<file path="config.mk">
export PLATFORM = sky130hd
export DESIGN_NAME = forward_buffer
export DESIGN_NICKNAME = d
export VERILOG_FILES = /design/src/rtl/common_pkg.sv /design/src/rtl/fwd_match.sv /design/src/rtl/forward_buffer.sv
export SDC_FILE = /design/constraint.sdc
export NUM_CORES = 1
export LEC_CHECK = 0
export CORE_ASPECT_RATIO = 0.75
export CORE_MARGIN = 2
export CORE_UTILIZATION = 32
export DETAILED_ROUTE_END_ITERATION = 6
export PLACE_DENSITY_LB_ADDON = 0.05
export SETUP_SLACK_MARGIN = 0.05
export SLEW_MARGIN = 20
export SYNTH_ARGS = -nofsm -noshare
export SYNTH_HDL_FRONTEND = slang
export SYNTH_SLANG_ARGS = --single-unit
</file>
<file path="constraint.sdc">
create_clock -name clk -period 2.07 [get_ports clk]
set_input_delay 0.207 -clock clk [delete_from_list [all_inputs] [get_ports clk]]
set_output_delay 0.207 -clock clk [all_outputs]
set_load 0.02 [all_outputs]
</file>
<file path="src/rtl/common_pkg.sv">
// Shared pipeline types.
//   common : architectural register address and data word types.
//   pipes  : pipeline record types built on top of common.
package common;

  localparam int CREG_ADDR_W = 5;
  localparam int WORD_W      = 64;

  typedef logic [CREG_ADDR_W-1:0] creg_addr_t;
  typedef logic [WORD_W-1:0]      word_t;

endpackage : common

package pipes;

  import common::*;

  // One retained writeback: register x0 is never stored as valid.
  typedef struct packed {
    logic       valid;
    creg_addr_t dst;
    word_t      data;
  } fwd_entry_t;

endpackage : pipes

</file>
<file path="src/rtl/fwd_match.sv">
// fwd_match: priority lookup of one source register against the retained
// writeback entries, with an optional same-cycle bypass input that beats
// every stored entry. Entry 0 is youngest and wins over older matches.
module fwd_match
  import common::*;
  import pipes::*;
#(
  parameter int DEPTH  = 2,
  parameter int AGE_W  = 2,
  parameter bit BYPASS = 1'b0
) (
  input  fwd_entry_t       entries [DEPTH],
  input  creg_addr_t       rsrc,
  input  logic             byp_valid,
  input  creg_addr_t       byp_dst,
  input  word_t            byp_data,
  output logic             hit,
  output word_t            data,
  output logic [AGE_W-1:0] age
);

  // Scan oldest to youngest so the youngest match is the last one written.
  always_comb begin
    // NOTE: every output gets a default first so no path leaves it unassigned,
    // which would otherwise infer a latch.
    hit  = 1'b0;
    data = '0;
    age  = '0;
    if (rsrc != '0) begin
      for (int i = DEPTH - 1; i >= 0; i--) begin
        if (entries[i].valid && (entries[i].dst == rsrc)) begin
          hit  = 1'b1;
          data = entries[i].data;
          // With bypass present, stored entries sit one step behind the write.
          age  = AGE_W'(i + int'(BYPASS));
        end
      end
      if (BYPASS && byp_valid && (byp_dst == rsrc)) begin
        hit  = 1'b1;
        data = byp_data;
        age  = '0;
      end
    end
  end

endmodule : fwd_match

</file>
<file path="src/rtl/forward_buffer.sv">
// forward_buffer: shift register of the last DEPTH writebacks with NREAD
// independent combinational lookup ports.
// Optional feature: define FORWARD_BYPASS_EN to let the write being presented
// this cycle be seen by lookups before it is stored.
module forward_buffer
  import common::*;
  import pipes::*;
#(
  parameter  int DEPTH = 2,
  parameter  int NREAD = 2,
  localparam int AGE_W = $clog2(DEPTH + 1)
) (
  input  logic             clk,
  input  logic             resetn,
  input  logic             stall,
  input  logic             flush,
  input  logic             wen,
  input  creg_addr_t       wdst,
  input  word_t            wdata,
  input  creg_addr_t       rsrc  [NREAD],
  output logic [NREAD-1:0] rhit,
  output word_t            rdata [NREAD],
  output logic [AGE_W-1:0] rage  [NREAD],
  output logic [AGE_W-1:0] count
);

`ifdef FORWARD_BYPASS_EN
  localparam bit BYPASS = 1'b1;
`else
  localparam bit BYPASS = 1'b0;
`endif

  fwd_entry_t       entries [DEPTH];
  logic             byp_valid;
  logic [AGE_W-1:0] valid_cnt;

  // The incoming write is only forwardable when it will really be retained
  // (or would be, were the pipe not stalled); reset masks it entirely.
  assign byp_valid = BYPASS && resetn && wen && (wdst != '0) && !flush;

  // Entry shift register: flush clears valids, stall holds, otherwise push.
  always_ff @(posedge clk or negedge resetn) begin
    if (!resetn) begin
      // NOTE: the entry storage is reset in full (valid, dst and data), not
      // just the valid bits, so no stale value is ever observable after reset.
      for (int i = 0; i < DEPTH; i++) begin
        entries[i] <= '0;
      end
    end else if (flush) begin
      // NOTE: state is updated with non-blocking assignments so every entry
      // samples its neighbour's pre-edge value and the shift is order-free.
      for (int i = 0; i < DEPTH; i++) begin
        entries[i].valid <= 1'b0;
      end
    end else if (!stall) begin
      entries[0] <= '{valid: wen && (wdst != '0), dst: wdst, data: wdata};
      for (int i = DEPTH - 1; i > 0; i--) begin
        entries[i] <= entries[i-1];
      end
    end
  end

  // Popcount of the valid bits.
  always_comb begin
    valid_cnt = '0;
    for (int i = 0; i < DEPTH; i++) begin
      valid_cnt = valid_cnt + AGE_W'(entries[i].valid);
    end
  end

  assign count = valid_cnt;

  // One independent priority matcher per lookup port.
  for (genvar p = 0; p < NREAD; p++) begin : g_port
    fwd_match #(
      .DEPTH  (DEPTH),
      .AGE_W  (AGE_W),
      .BYPASS (BYPASS)
    ) u_match (
      .entries   (entries),
      .rsrc      (rsrc[p]),
      .byp_valid (byp_valid),
      .byp_dst   (wdst),
      .byp_data  (wdata),
      .hit       (rhit[p]),
      .data      (rdata[p]),
      .age       (rage[p])
    );
  end

endmodule : forward_buffer

</file>
==> results by group, run 1 <==
Floorplanning
  • Chip Width: 175 um
  • Die area: 23,300 um2
  • Die height: 133 um
  • CORE AREA: 21,800 um2
  • IO Pins: 220
  • # rows: 47
  • Starting Density: 32.3%

Routing
  • Post-Route WL: 26.8 mm
  • Drt via density: 5.44
  • Drt drc: 0
  • Drt first pass iters: 5
  • Routed Antenna Nets: 0
  • Initial DRC count: 422
  • Vias post-DR: 6,091
  • Wire per inst: 23.9 um

Worst setup path
  • Crit path from: entries[68]
  • R2R depth: 3
  • Worst Setup Path Type: flip-flop to output pin
  • Critical Path Sink: rdata[55]
  • Req. time, crit path: 1.86 ns
  • CP Capture Type: output pin
  • Setup crit start kind: flip-flop
  • Crit path DAT: 2.40 ns
  • Worst r2r dst: entries[137]
  • Worst-path fanout max: 7
  • Register-to-register path setup slack: 1.00 ns
  • Reg-to-Reg Start: entries[137]

Logic synthesis
  • Multiplexer share of the synthesized area: 22.2%
  • Area share of the leading cell type in the synthesized netlist: 49.7%
  • Post-synth ARST share: 100%
  • Leading register cell type out of synthesis: dfrtp_1
  • Post-synthesis cell type count: 27
  • Post-synthesis adder-cell area fraction: 0.177%
  • Simple-Gate Fraction of Synth Area: 2.13%
  • Synth cell count leaders: dfrtp_1 (140), mux2_2 (138), a32o_1 (128)
  • Most common cell in the synthesized netlist: dfrtp_1
  • Yosys warnings: 0
  • Area leader, netlist: dfrtp_1
  • Synth area leaders: dfrtp_1 (50%), mux2_2 (22%), a32o_1 (18%), buf_6 (1.8%), clkbuf_1 (1.5%)
  • Largest family of logic cells by synthesized area: multiplexers
  • Post-Syn Area: 7050 um2
  • Syn Inst Count: 517
  • Compound-Gate Fraction of Synth Area: 18.3%
  • Mean Syn Cell Area: 13.6 um2
  • Synth Area in XOR/XNOR: 2.48%
  • Register area share after synthesis: 49.7%
  • EDFF count, synth: 0
  • Count of state elements after synthesis: 140

Placement
  • RePlAce Congestion: 0.791
  • I/O Buffers: 217
  • DP HPWL: 14.4 mm

Power
  • Combinational power share: 16.2%
  • Clock share of power: 37.5%
  • Sw frac: 27.0%
  • Reg power frac: 46.3%
  • Switching pwr: 2.20 mW
  • Power per standard cell area: 669 nW/um2
  • Peak VDD IR: 0.508 mV
  • Overall power: 8.15 mW
  • P_leak: 5.65 nW
  • Pint: 5.95 mW

Timing
  • Clock period minus final worst setup slack: 2.61 ns
  • Setup Skew: 0.00846 ns
  • Fin crit share: 126%
  • F_max: 0.383 GHz
  • Hold Fails Final Rpt: 0
  • RSZ-0062 raised after global routing: true
  • Setup-failing EPs final: 132
  • Max Slew Vio Count: 0
  • Fin worst setup slack: -0.540 ns

Global route
  • Vias in the first global route: 6,270
  • GRT Util Overall: 21.3%
  • Initial antenna violation count: 0
  • Largest net degree at the start of global routing: 45
  • GRT overflow: 0
  • First-pass GRT wire length: 37.6 mm

CTS
  • # clock sinks: 140
  • CTS tree: done
  • Inserted Clock Buffers: 17
  • Reg clk slew, reported paths: 0.07 ns
  • Clock latency on the worst-skew pair: 0.42 ns
  • H-tree Lvls: 4
  • Max clock buf depth: 2
  • Clock root cell: clkbuf_16

Layout
  • Area added between synthesis and finish: 72.8%
  • Share of cells above drive strength 1: 66.1%
  • Fillcell total: 1,775
  • Final nets: 897
  • Max reg flops: 140
  • Biggest register: entries
  • Largest regs: entries: 140 flops
  • Final design utilization: 55.9%

Worst hold path
  • HP Class: primary input to asynchronous set/reset pin

Outcome
  • Status: finished, violations left
  • Failing checks: setup timing

Flow run
  • Max_cap viols: 0
## logic make-up (layout without fill, tap and decap cells)
logic type / count (synthesis) / in the layout
compound gates: 130 / 130
xor+xnor: 20 / 20
fa+ha+maj: 1 / 1
other cells: 1 / 3
simple gates: 24 / 24
mux: 139 / 139
flops: 140 / 140
buf+inv: 62 / 368
## layout make-up
class                   instances  area [um2]  area share [%]
clock buffers                  19         453            3.72
multi-input cells             316        3460            28.4
well taps                     294         368            3.02
diodes                          1        2.50          0.0205
flip-flops and latches        140        3500            28.8
inverters                       1        3.75          0.0308
repair buffers                336        4260            35.0
clock inverters                12         138            1.13
## per-layer routing
metal | GRT usage (%) | vias to the layer above | wire (um)
met5 | 0 | - | 0
met4 | 6.61 | 0 | 463
met3 | 5.37 | 31 | 1940
met2 | 32.2 | 250 | 12000
met1 | 30.0 | 3125 | 12400
li1 | - | 2685 | -
## metrics by stage
| step | cells | instance area, um2 | setup TNS, ns | setup slack, ns | hold slack (ns) |
|---|---|---|---|---|---|
| 2_1_floorplan | 518 | 7060 | 0 | 0.189 | -0.0886 |
| 5_1_grt | 1118 | 12200 | -72.67 | -0.640 | 0.334 |
| 4_1_cts | 1094 | 11200 | -60.54 | -0.674 | 0.305 |
| 3_5_place_dp | 1016 | 9850 | -103.85 | -0.877 | 0.187 |
| 3_3_place_gp | 1016 | 9850 | -105.54 | -0.891 | 0.184 |
| 6_report | 1119 | 12200 | -61.91 | -0.540 | 0.285 |
## layout by cell type, fill, tap and decap left out, types with 2 or more instances in the layout
cell,netlist,layout
nand2_8,0,2
buf_16,0,11
clkbuf_8,0,2
xnor2_1,10,8
nor2_4,0,2
clkdlybuf4s50_1,0,75
conb_1,1,2
and2_4,0,3
nor4_4,0,2
mux2_2,138,138
buf_6,11,149
dlygate4sd2_1,0,8
nor2_2,1,2
xnor2_2,0,2
buf_12,0,35
and3b_2,0,2
buf_4,5,30
dfrtp_1,140,140
a32o_1,128,23
buf_8,0,14
a32o_2,0,105
nand4_1,2,2
bufinv_16,0,2
xor2_1,10,9
inv_6,0,3
clkbuf_16,0,29
clkinvlp_4,0,5
or4_4,0,2
## worst min path at each step
stage	startpoint	end	cells past startpoint
3_5_place_dp	resetn	entries[126]	1
5_1_grt	resetn	entries[128]	2
3_3_place_gp	resetn	entries[126]	1
2_1_floorplan	resetn	entries[0]	0
4_1_cts	resetn	entries[126]	2
6_report	resetn	entries[61]	2
## critical path, cell delays in order, from the launching register on
cell and delay, ns:
dfrtp_1 0.42, xnor2_1 0.17, nand4_1 0.18, nor4_4 0.37, buf_4 0.19, buf_8 0.11
buf_6 0.10, buf_12 0.12, a32o_2 0.20, buf_6 0.12
## what timing repair did
action | 4_1_cts | 5_1_grt
endpoints found under the hold margin | 40 | 0
setup endpoints to repair | 133 | 133
setup buffers | 33 | 20
cloned | 14 | 15
pin swaps | 24 | 109
resized for setup | 771 | 250
hold buffers | 1 | 0
## power groups by stage
stage	registers, mW	logic (mW)	clock network (mW)
final	3.78	1.32	3.06
after global routing	3.86	1.42	3.25
after CTS	3.76	1.27	3.12
after detailed placement	3.80	1.20	0
after global placement	3.77	1.16	0
after floorplan	3.65	0.723	0
Note: power is estimated with default switching activity, not from simulation.
==> inputs of run 2 (changes only) <==
- CTS_CLUSTER_SIZE: unset -> 28
==> results of run 2 <==
Final layout, timing and power as in run 1 (identical DEF).
